--- src/rtl/hld_pkg.sv ---
// Shared types and constants for the hold-release controller.
package hld_pkg;

   typedef enum logic [2:0] {
      S_IDLE,
      S_SETTLE,
      S_EVAL,
      S_HOLD,
      S_RELEASE,
      S_TRACK
   } state_t;

   typedef enum logic {
      RET_SEARCH,
      RET_TRACK
   } ret_t;

   // Mid-scale delay-line code, used as the SAR starting point.
   function automatic int mid_code(input int w);
      return 1 << (w - 1);
   endfunction

endpackage

--- src/rtl/sync2.sv ---
// Two-flop synchroniser for asynchronous flags; clears to 0 on reset.
module sync2 (
   input  logic clk,
   input  logic rst_n,
   input  logic d,
   output logic q
);

   logic meta;

   always_ff @(posedge clk or negedge rst_n) begin
      if (!rst_n) begin
         meta <= 1'b0;
         q    <= 1'b0;
      end else begin
         meta <= d;
         q    <= meta;
      end
   end

endmodule

--- src/rtl/hld_release_ctrl.sv ---
// SAR search and tracking loop for the delay-line code; freezes on hold and
// pulses Sel to clear the hold flops, reporting lock and release failure.
module hld_release_ctrl
   import hld_pkg::*;
#(
   parameter int CODE_W    = 6,
   parameter int SETTLE    = 4,
   parameter int HOLD_WAIT = 4,
   parameter int SEL_W     = 2,
   parameter int MAX_RETRY = 3,
   parameter int LOCK_CNT  = 8
) (
   input  logic              clk4,
   input  logic              rst_n,
   input  logic              start,
   input  logic              HLD1,
   input  logic              HLD2,
   input  logic              UP,
   input  logic              DN,
   output logic              Sel,
   output logic [CODE_W-1:0] code,
   output logic              busy,
   output logic              lock,
   output logic              err
);

   localparam int CNT_MAX = (SETTLE > HOLD_WAIT) ? ((SETTLE > SEL_W) ? SETTLE : SEL_W)
                                                 : ((HOLD_WAIT > SEL_W) ? HOLD_WAIT : SEL_W);
   localparam int CNT_W = $clog2(CNT_MAX + 1);
   localparam int BI_W  = $clog2(CODE_W);
   localparam int LC_W  = $clog2(LOCK_CNT + 1);
   localparam int RT_W  = $clog2(MAX_RETRY + 1);
   localparam logic [CODE_W-1:0] MID      = CODE_W'(mid_code(CODE_W));
   localparam logic [CODE_W-1:0] CODE_MAX = '1;
   localparam logic [BI_W-1:0]   TOP      = BI_W'(CODE_W - 1);

   logic [3:0] raw, syn;
   logic       hold_any, up_s, dn_s;

   assign raw = {DN, UP, HLD2, HLD1};

   for (genvar i = 0; i < 4; i++) begin : g_sync
      sync2 u_sync (.clk(clk4), .rst_n(rst_n), .d(raw[i]), .q(syn[i]));
   end

   assign hold_any = syn[0] | syn[1];
   assign up_s     = syn[2];
   assign dn_s     = syn[3];

   state_t            state, state_n;
   ret_t              ret, ret_n;
   logic [CODE_W-1:0] code_n;
   logic [BI_W-1:0]   bit_idx, bit_n;
   logic [CNT_W-1:0]  cnt, cnt_n;
   logic [LC_W-1:0]   lock_cnt, lcnt_n;
   logic [RT_W-1:0]   retry, retry_n;
   logic              lock_n, sel_n, err_n;

   always_ff @(posedge clk4 or negedge rst_n) begin
      if (!rst_n) begin
         state    <= S_IDLE;
         ret      <= RET_SEARCH;
         code     <= MID;
         bit_idx  <= TOP;
         cnt      <= '0;
         lock_cnt <= '0;
         retry    <= '0;
         lock     <= 1'b0;
         Sel      <= 1'b0;
         err      <= 1'b0;
      end else begin
         state    <= state_n;
         ret      <= ret_n;
         code     <= code_n;
         bit_idx  <= bit_n;
         cnt      <= cnt_n;
         lock_cnt <= lcnt_n;
         retry    <= retry_n;
         lock     <= lock_n;
         Sel      <= sel_n;
         err      <= err_n;
      end
   end

   always_comb begin
      state_n = state;
      ret_n   = ret;
      code_n  = code;
      bit_n   = bit_idx;
      cnt_n   = cnt;
      lcnt_n  = lock_cnt;
      retry_n = retry;
      lock_n  = lock;
      sel_n   = 1'b0;
      err_n   = err;
      if (!start) begin
         state_n = S_IDLE;
         ret_n   = RET_SEARCH;
         code_n  = MID;
         bit_n   = TOP;
         cnt_n   = '0;
         lcnt_n  = '0;
         retry_n = '0;
         lock_n  = 1'b0;
         err_n   = 1'b0;
      end else begin
         case (state)
            S_IDLE: begin
               code_n = MID;
               bit_n  = TOP;
               cnt_n  = '0;
               lock_n = 1'b0;
               if (!err) begin
                  state_n = S_SETTLE;
                  ret_n   = RET_SEARCH;
               end
            end
            S_SETTLE: begin
               if (hold_any) begin
                  state_n = S_HOLD;
                  cnt_n   = '0;
                  lock_n  = 1'b0;
                  retry_n = '0;
               end else if (cnt == CNT_W'(SETTLE - 1)) begin
                  cnt_n   = '0;
                  state_n = (ret == RET_SEARCH) ? S_EVAL : S_TRACK;
               end else begin
                  cnt_n = cnt + CNT_W'(1);
               end
            end
            S_EVAL: begin
               // hold wins: the evaluation is dropped and redone after release
               if (hold_any) begin
                  state_n = S_HOLD;
                  cnt_n   = '0;
                  lock_n  = 1'b0;
                  retry_n = '0;
               end else begin
                  if (dn_s && !up_s) code_n[bit_idx] = 1'b0;
                  if (bit_idx != '0) begin
                     code_n[bit_idx - BI_W'(1)] = 1'b1;
                     bit_n = bit_idx - BI_W'(1);
                  end else begin
                     ret_n  = RET_TRACK;
                     lcnt_n = '0;
                  end
                  state_n = S_SETTLE;
                  cnt_n   = '0;
               end
            end
            S_TRACK: begin
               if (hold_any) begin
                  state_n = S_HOLD;
                  cnt_n   = '0;
                  lock_n  = 1'b0;
                  retry_n = '0;
               end else if (cnt == CNT_W'(SETTLE - 1)) begin
                  cnt_n = '0;
                  if (up_s && !dn_s) begin
                     lcnt_n = '0;
                     if (code == CODE_MAX) lock_n = 1'b0;
                     else                  code_n = code + CODE_W'(1);
                  end else if (dn_s && !up_s) begin
                     lcnt_n = '0;
                     if (code == '0) lock_n = 1'b0;
                     else            code_n = code - CODE_W'(1);
                  end else begin
                     if (lock_cnt != LC_W'(LOCK_CNT)) lcnt_n = lock_cnt + LC_W'(1);
                     if (lock_cnt >= LC_W'(LOCK_CNT - 1)) lock_n = 1'b1;
                  end
               end else begin
                  cnt_n = cnt + CNT_W'(1);
               end
            end
            S_HOLD: begin
               if (cnt == CNT_W'(HOLD_WAIT - 1)) begin
                  cnt_n = '0;
                  if (!hold_any) begin
                     state_n = S_SETTLE;
                  end else if (retry == RT_W'(MAX_RETRY)) begin
                     err_n   = 1'b1;
                     state_n = S_IDLE;
                  end else begin
                     state_n = S_RELEASE;
                     sel_n   = 1'b1;
                  end
               end else begin
                  cnt_n = cnt + CNT_W'(1);
               end
            end
            S_RELEASE: begin
               sel_n = 1'b1;
               if (cnt == CNT_W'(SEL_W - 1)) begin
                  sel_n   = 1'b0;
                  state_n = S_HOLD;
                  cnt_n   = '0;
                  retry_n = retry + RT_W'(1);
               end else begin
                  cnt_n = cnt + CNT_W'(1);
               end
            end
            default: state_n = S_IDLE;
         endcase
      end
   end

   assign busy = (state != S_IDLE);

endmodule
--- config.mk ---
export PLATFORM = sky130hd
export DESIGN_NAME = hld_release_ctrl
export DESIGN_NICKNAME = d
export VERILOG_FILES = /design/src/rtl/hld_pkg.sv /design/src/rtl/sync2.sv /design/src/rtl/hld_release_ctrl.sv
export SDC_FILE = /design/constraint.sdc
export NUM_CORES = 1
export LEC_CHECK = 0
export CORE_MARGIN = 3
export CORE_UTILIZATION = 59
export DETAILED_ROUTE_END_ITERATION = 12
export MAX_ROUTING_LAYER = met4
export PLACE_DENSITY = 0.77
export SLEW_MARGIN = 25
export SYNTH_ARGS = -nofsm -noshare
export SYNTH_HDL_FRONTEND = slang
export SYNTH_HIERARCHICAL = 1
export SYNTH_SLANG_ARGS = --single-unit
--- constraint.sdc ---
create_clock -name clk4 -period 2.97 [get_ports clk4]
set_input_delay 0.594 -clock clk4 [delete_from_list [all_inputs] [get_ports clk4]]
set_output_delay 0.594 -clock clk4 [all_outputs]
set_load 0.02 [all_outputs]
==> Word level (Yosys, flattened, before mapping) <==
Index checks and enable logic that the tools add are counted.
{ "totals": {"regBits": 33, "out_inout_bits": 10, "word_cells": 173} }
{ "op_classes": {"bitwise_logic": 4, "magnitude_cmp": 5, "n_eq_ne": 40, "reduce_logical": 22, "n_addsub": 6, "mux": 78} }
{ "ops": {"columns": ["cell", "n"], "rows": [
  ["two-way mux 6 bit", 13],
  ["two-way mux 3 bit", 17],
  ["two-way mux 4 bit", 8],
  ["!= test 3 bit (second input constant)", 9],
  ["two-way mux 1 bit", 25],
  ["!= test 4 bit (second input constant)", 6],
  ["case mux 3 bit (6 select lines)", 1],
  ["case mux 6 bit (3 select lines)", 1],
  ["!= test 6 bit (second input constant)", 2],
  ["case mux 3 bit (4 select lines)", 1],
  ["AND reduction 6 bit", 2],
  ["!= test 5 bit (second input constant)", 2],
  ["== test 3 x 2 -> 1 bit (second input constant)", 3],
  ["!= test 3 x 2 -> 1 bit (second input constant)", 3],
  ["less-than comparator 3 x 4 -> 1 bit (second input constant)", 2],
  ["two-way mux 2 bit", 4],
  ["!= test 2 x 1 -> 1 bit (second input constant)", 4],
  ["case mux 4 bit (2 select lines)", 1],
  ["AND reduction 4 bit", 2],
  ["AND reduction 7 bit", 1],
  ["adder 6 x 1 -> 6 bit (second input constant)", 1],
  ["bitwise AND 6 bit", 1],
  ["demux 1 bit (select 3 bit)", 2],
  ["== test 3 x 1 -> 1 bit (second input constant)", 2],
  ["other kinds (30)", 42]
]} }

==> Longest topological paths before layout <==
Gate-level depths: netlist of run 1.
{ "logic_depth": {"depth_word": 15, "depth_mapped": 9, "ltp_nobuf": 9} }

==> By module <==
Netlist of run 1, hierarchy kept.
{ "by_module_without_submodules": {"columns": ["mod", "area_each_um2", "instances", "seq_area_each_um2", "cells_per_inst"], "rows": [
  ["hld_release_ctrl", 2155.8, 1, 629.4, 252],
  ["sync2", 50.0, 4, 50.0, 2]
]} }

==> Worst setup path after synthesis of run 1 <==
OpenSTA, ideal clock, no wires.
{ "synth_timing": {"kind": "reg2reg", "from": "register bit_idx[0]", "to": "register lock_cnt[0]", "n_path_buf": 1, "stages_incl_launch_ff": 8, "setup_ns": 0.125, "slack_ns": 0.673, "t_arrival_ns": 2.172, "required_time_ns": 2.845, "period_less_slack_ns": 2.297, "path_cell_list": "dfstp_2 > clkbuf_1 > inv_1 > ha_1 > ha_1 > a311oi_1 > or3_4 > mux2_4"} }
{ "synth_between": {"elab_chain_len": 3} }
{ "synth_rtl": {"columns": ["element", "line", "rtl"], "rows": [
  ["start, declared", "hld_release_ctrl.sv:53", "logic [BI_W-1:0] bit_idx, bit_n;"],
  ["start signal, assigned", "hld_release_ctrl.sv:75", "bit_idx <= bit_n;"],
  ["nonzero test 3 bit", "hld_release_ctrl.sv:140", "if (bit_idx != '0) begin"],
  ["!= test 3 bit (no line)", null, null],
  ["AND reduction 6 bit (no line)", null, null],
  ["end signal, assigned", "hld_release_ctrl.sv:77", "lock_cnt <= lcnt_n;"],
  ["end, declared", "hld_release_ctrl.sv:55", "logic [LC_W-1:0] lock_cnt, lcnt_n;"]
]} }
No other way between the ends.
A chain may end at the register's enable or synchronous reset.

==> Worst setup path after layout of run 1 <==
{ "layout_timing": {"from": "register state[2]", "to": "output busy"} }
{ "layout_between": {"elab_chain_len": 1} }
{ "layout_rtl": {"columns": ["element", "line", "rtl"], "rows": [
  ["start, declared", "hld_release_ctrl.sv:50", "state_t state, state_n;"],
  ["start signal, assigned", "hld_release_ctrl.sv:72", "state <= state_n;"],
  ["nonzero test 3 bit", "hld_release_ctrl.sv:207", "assign busy = (state != S_IDLE);"],
  ["end, declared", "hld_release_ctrl.sv:22", "output logic busy,"]
]} }
No other way between the ends.

==> results of run 1 <==
## synthesized netlist by cell type, types with 3 or more instances
library cell	instances	area share [%]
dfrtp_1	30	32
nor2b_1	4	1.1
nand3_1	15	3.2
nand4_1	3	0.80
xor2_1	4	1.5
a31oi_1	3	0.80
nand2b_1	4	1.1
o2bb2ai_1	3	1.1
nand3b_1	4	1.3
o21ai_1	7	1.5
inv_1	19	3.0
a21oi_1	13	2.8
dfstp_2	3	3.3
o21ai_0	10	2.1
mux2i_1	4	1.7
buf_2	4	0.85
nand2_1	17	2.7
ha_1	16	8.5
a22o_1	3	1.1
o31ai_1	7	2.2
clkbuf_1	5	0.80
nor3_1	11	2.3
nor2_1	18	2.9
mux2_1	3	1.4
## flip-flops by register name, indices dropped and copies added, names as in the netlist
| signal | cells |
|---|---|
| code | 6 |
| g_sync.u_sync/meta | 4 |
| g_sync.u_sync/q | 4 |
| lock_cnt | 4 |
| bit_idx | 3 |
| cnt | 3 |
| state | 3 |
| retry | 2 |
| Sel | 1 |
| err | 1 |
| lock | 1 |
| ret | 1 |
## worst paths after layout
path,start,end,slack (ns),cells after the start
setup / recovery,state[2]$_DFFE_PN0P_,busy,0.50,2
hold reg to reg,g_sync[1].u_sync/meta$_DFF_PN0_,g_sync[1].u_sync/q$_DFF_PN0_,0.35,0
max in group asynchronous,rst_n,bit_idx[0]$_DFFE_PN1P_,1.91,2
hold / removal,g_sync[1].u_sync/meta$_DFF_PN0_,g_sync[1].u_sync/q$_DFF_PN0_,0.35,0
min in group asynchronous,rst_n,code[0]$_DFFE_PN0P_,0.72,2
setup reg to reg,bit_idx[0]$_DFFE_PN1P_,lock_cnt[0]$_DFFE_PN0P_,0.53,6
## metal layers
metal	wire length [microns]	global-route usage, %	vias up
met5	0	-	-
met4	75	7.38	0
met3	264	4.49	9
met2	2430	35.0	63
met1	2590	34.8	997
li1	-	-	1007
## placed cells by master (no fill, tap or decap), types with 3 or more instances in the layout
cell type	n
nand4_1	3
nand2_1	17
o31ai_1	7
dfstp_2	3
xor2_1	4
clkbuf_8	5
a31oi_1	3
nor2_1	18
clkdlybuf4s50_1	16
nor3_1	11
o21ai_0	10
ha_1	16
nand2b_1	4
buf_4	7
mux2_1	3
mux2i_1	4
a22o_1	3
o2bb2ai_1	3
o21ai_1	7
nand3_1	15
a21oi_1	13
nor2b_1	4
nand3b_1	4
inv_1	19
dfrtp_1	30
## per-stage QoR
step / cells / worst slack (ns) / hold WS, ns / util (%)
after floorplan: 260 / 0.673 / 0.298 / -
after global placement: 320 / 0.435 / 0.335 / 68.8
after detailed placement: 320 / 0.347 / 0.338 / 68.8
after CTS: 328 / 0.493 / 0.355 / 71.9
after global routing: 328 / 0.416 / 0.363 / 71.9
final: 328 / 0.505 / 0.352 / 71.9
## area by class of cell
class                           instances  area, sq um  area share [%]
Clock inverter                          3         46.3            1.72
Sequential cell                        33          830            30.8
Tap cell                               48         60.1            2.23
Inverter                               19         71.3            2.65
Clock buffer                            5         68.8            2.56
Multi-Input combinational cell        197         1400            52.1
Timing Repair Buffer                   23          213            7.91
## kinds of logic after synthesis
kind of cell,count (synthesis),share of synthesized area [%]
compound gates,73,21.7
simple gates,95,23.2
mux,8,3.77
xor+xnor,4,1.49
fa+ha+maj,17,9.35
buf+inv,30,5.31
flops,33,35.2
## worst max-delay path, stage by stage (launching register included)
cell and delay, ns:
dfrtp_1 0.59, or3_1 0.45, clkdlybuf4s50_1 0.54
## report_power, final
| part | total [mW] | switching, mW | internal (mW) |
|---|---|---|---|
| Clock | 0.432 | 0.181 | 0.251 |
| Sequential | 0.553 | 0.0732 | 0.480 |
| Combinational | 0.471 | 0.265 | 0.206 |
| Total | 1.46 | 0.519 | 0.937 |
==> summary.md, run 1 <==
| Metric | Value |
|---|---|
| Status | complete, no violations |
| Fraction of registers with async set/reset | 100% |
| Detailed-route DRC error count | 0 |
| CTS Root Cell | clkbuf_8 |
| Initial core utilization | 62.9% |
| Critical Path Sink Type | output port |
| Clk buf depth | 2 |
| First-pass DRT Iterations | 4 |
| Core Region | 3740 sq um |
| Vias post-DR | 2076 |
| Vias in the first global route | 1936 |
| Row cnt | 22 |
| Fin area | 2690 sq um |
| WP data arrival | 1.87 ns |
| Req. time, crit path | 2.38 ns |
| Primary FF master, synth | dfrtp_1 |
| Max Transition Viols Final | 0 |
| Setup_tns | 0 ns |
| Worst Max-Slew Pin Slew | 0.593 ns |
| Final HPWL DP | 3.91 mm |
| Gpl congestion | 0.866 |
| Clock transition at path regs | 0.07 ns |
| Synth warn | 6 |
| Mapped Nets | 284 |
| Static Leak | 1.20 nW |
| IO buf count | 16 |
| TritonCTS clock tree | built |
| Final setup viols | 0 |
| RSZ-0062 raised after global routing | no |
| Setup Fix Bufs, Post-CTS | 0 |
| CTS resizes | 0 |
| Final Cycle Share | 83.0% |
| CTS Hold Bufs | 0 |
| Crit-path max FO | 18 |
| Detail Route Antenna Nets | 0 |
| Mean post-synth cell area | 9.06 sq um |
| Post-synth EDFFs | 0 |
| Critical path class | reg2out |
| Fin nets | 303 |
| Largest net degree at the start of global routing | 34 |
| Chip width | 69.2 microns |
| Max-cap viol count | 0 |
| Register area share after synthesis | 35.2% |
| Synth cell types | 64 |
| Placed instance area | 2570 sq um |
| Antenna violations before repair | 0 |
| # H-tree levels | 2 |
| Yosys reg bits | 33 |
| Gate Count Post-Synth | 260 |
| TritonCTS Buffers | 5 |
| Fill cell count | 322 |
| Clock sinks | 33 |
| Total grt overflow | 0 |
| Clock Latency Late Sink | 0.29 ns |
| GRT Overall Usage | 24.3% |
| Min-delay worst type | reg2reg |
| Mean number of vias per cell | 6.33 |
| Routed WL per cell | 16.3 microns |
| Crit path launch type | flop |
| Overall power | 1.46 mW |
| Die height | 69.2 microns |
| Relative slew slack | 60.1% |
| Share of cells above drive strength 1 | 10.0% |
| PwrDens | 541 nW/um^2 |
| Wire length of the first global-routing pass | 9.27 mm |
| # IOs | 17 |
| Max rail drop VDD | 0.000412 V |
| Ant diodes | 0 |
| Routed WL | 5.35 mm |
| Synthesized area | 2360 sq um |
| DIE AREA | 4790 sq um |
| Final Hold Viols | 0 |
| F_max | 406 MHz |
| Tmin final | 2.47 ns |
| Layout area overhead | 14.2% |
| Worst clock skew | 0.00943 ns |
| DR iter-0 viols | 217 |
No activity file was read; power rests on OpenSTA's default activity.
==> run 2: changes to the inputs <==
==> constraint.sdc (replaced) <==
create_clock -name clk4 -period 2.37 [get_ports clk4]
set_input_delay 0.474 -clock clk4 [delete_from_list [all_inputs] [get_ports clk4]]
set_output_delay 0.474 -clock clk4 [all_outputs]
set_load 0.02 [all_outputs]
==> run 2 against run 1 <==
Non-clock buffer count grew 16. Combinational power increased by 40%. Wire length increased by 4.1%. Flip-flop and latch count unchanged. Critical path type unchanged. Critical endpoint unchanged. Clock power increased by 2%. Largest cell class unchanged. Core utilization up 2.5 points. Sequential power increased by 22%. Final area rose by 3.5%. Via count up 2.7%. Worst setup slack lost 0.40 ns. First-iteration DRC count down 12%.
==> summary.md, run 2 (synthesis results as in run 1) <==
| Metric | Value |
|---|---|
| Total grt overflow | 0 (unchanged) |
| R2R depth | 7 (was 6) |
| GRT Overall Usage | 25.5% (was 24.3%) |
| DR iter-0 viols | 191 (was 217) |
| Critical Path Sink Type | output port (unchanged) |
| Status | complete, no violations (unchanged) |
| TritonCTS clock tree | built (unchanged) |
| Relative slew slack | 61.7% (was 60.1%) |
| Clk buf depth | 2 (unchanged) |
| Overall power | 1.78 mW (was 1.46 mW) |
| Clock Latency Late Sink | 0.29 ns (about the same) |
| Commonest non-fill, non-tap cells in the layout | dfrtp_1, buf_4, inv_1 (was dfrtp_1, inv_1, nor2_1) |
| RSZ-0062 raised after global routing | no (unchanged) |
| Final Cycle Share | 95.4% |
| Largest net degree at the start of global routing | 34 (unchanged) |
| Max reg flops | 6 (unchanged) |
| Worst Max-Slew Pin Slew | 0.573 ns (was 0.593 ns) |
| Clock sinks | 33 (unchanged) |
| R2R Path Start | bit_idx[0]$_DFFE_PN1P_ (unchanged) |
| F_max | 442 MHz |
| Crit-path max FO | 14 (was 18) |
| CTS Root Cell | clkbuf_8 (unchanged) |
| Clock transition at path regs | 0.06 ns (was 0.07 ns) |
| Routed WL per cell | 16.2 microns (was 16.3 microns) |
| Detail Route Antenna Nets | 0 (unchanged) |
| Row cnt | 22 (unchanged) |
| Gpl congestion | 0.937 (was 0.866) |
| Min-delay worst type | reg2reg (unchanged) |
| Fin area | 2790 sq um (was 2690 sq um) |
| Antenna violations before repair | 0 (unchanged) |
| Crit path launch type | flop (unchanged) |
| DIE AREA | 4790 sq um (unchanged) |
| Hold Path Depth | 0 (unchanged) |
| Commonest non-fill, non-tap cell in the layout | dfrtp_1 (unchanged) |
| Wire length of the first global-routing pass | 9.81 mm (was 9.27 mm) |
| Fin nets | 319 (was 303) |
| Worst hold slack | 0.351 ns (was 0.352 ns) |
| # H-tree levels | 2 (unchanged) |
| TritonCTS Buffers | 5 (unchanged) |
| Max Transition Viols Final | 0 (unchanged) |
| Reg2reg end | lock_cnt[0]$_DFFE_PN0P_ (unchanged) |
| Final Hold Viols | 0 (unchanged) |
| Setup Fix Bufs, Post-CTS | 0 (unchanged) |
| IO buf count | 16 (unchanged) |
| Most flop-heavy register | code (unchanged) |
| Flop-to-flop setup slack | 0.23 ns (was 0.53 ns) |
| Share of cells above drive strength 1 | 14.2% (was 10.0%) |
| Max-cap viol count | 0 (unchanged) |
| Req. time, crit path | 1.90 ns (was 2.38 ns) |
| WP data arrival | 1.79 ns (was 1.87 ns) |
| Final setup viols | 0 (unchanged) |
| Final HPWL DP | 4.17 mm (was 3.91 mm) |
| Max rail drop VDD | 0.000554 V (was 0.000412 V) |
| Critical path class | reg2out (unchanged) |
| Vias in the first global route | 2157 (was 1936) |
| Placed instance area | 2700 sq um (was 2570 sq um) |
| # IOs | 17 (unchanged) |
| Initial core utilization | 62.9% (unchanged) |
| First-pass DRT Iterations | 4 (unchanged) |
| CTS resizes | 0 (unchanged) |
| PwrDens | 638 nW/um^2 (was 541 nW/um^2) |
| Die height | 69.2 microns (unchanged) |
| CTS Hold Bufs | 0 (unchanged) |
| Mean number of vias per cell | 6.20 (was 6.33) |
| Setup_tns | 0 ns (unchanged) |
| Detailed-route DRC error count | 0 (unchanged) |
| Ant diodes | 0 (unchanged) |
| Worst Setup SP | state[1]$_DFFE_PN0P_ (was state[2]$_DFFE_PN0P_) |
| Worst Setup EP | busy (unchanged) |
| Core Region | 3740 sq um (unchanged) |
| Vias post-DR | 2132 (was 2076) |
| Worst clock skew | 0.00937 ns (was 0.00943 ns) |
| Routed WL | 5.57 mm (was 5.35 mm) |
| Static Leak | 1.27 nW (was 1.20 nW) |
| Chip width | 69.2 microns (unchanged) |
| Layout area overhead | 18.2% (was 14.2%) |
| Tmin final | 2.26 ns |
## run 2: final cells by class
cell class,count,area [sq um]
repair buffers,39,333
fillers,313,958
flip-flops and latches,33,830
inverters,19,71.3
clock buffers,8,90.1
well taps,48,60.1
multi-input cells,197,1400
## run 2: through the flow
| step | std cells | setup slack, ns | util [%] |
|---|---|---|---|
| 2_1_floorplan | 260 | 0.0733 | - |
| 3_3_place_gp | 336 | 0.0846 | 72.0 |
| 3_5_place_dp | 336 | 0.0382 | 72.0 |
| 4_1_cts | 344 | 0.102 | 74.4 |
| 5_1_grt | 344 | 0.0404 | 74.4 |
| 6_report | 344 | 0.109 | 74.4 |
## run 2: worst min path at each step
stage / from / end
detailed placement: g_sync[1].u_sync/meta$_DFF_PN0_ / g_sync[1].u_sync/q$_DFF_PN0_
global route: g_sync[0].u_sync/meta$_DFF_PN0_ / g_sync[0].u_sync/q$_DFF_PN0_
CTS: g_sync[1].u_sync/meta$_DFF_PN0_ / g_sync[1].u_sync/q$_DFF_PN0_
finish: g_sync[0].u_sync/meta$_DFF_PN0_ / g_sync[0].u_sync/q$_DFF_PN0_
global placement: g_sync[0].u_sync/meta$_DFF_PN0_ / g_sync[0].u_sync/q$_DFF_PN0_
floorplan: rst_n / Sel$_DFF_PN0_
## run 2: layer usage
layer	routed length [microns]	vias to the layer above	GRT usage, %
met3	359	17	5.36
met5	0	-	-
met4	145	0	10.2
li1	-	1031	-
met1	2570	1006	34.2
met2	2500	78	37.8
## run 2: critical path: stages, from the launching register on
cell and delay (ns):
dfrtp_1 0.44, buf_4 0.21, or3_1 0.32, clkdlybuf4s50_1 0.54
## run 2: power by group
part,switching (mW),internal (mW)
combinational,0.364,0.297
clock,0.205,0.237
sequential,0.0709,0.603
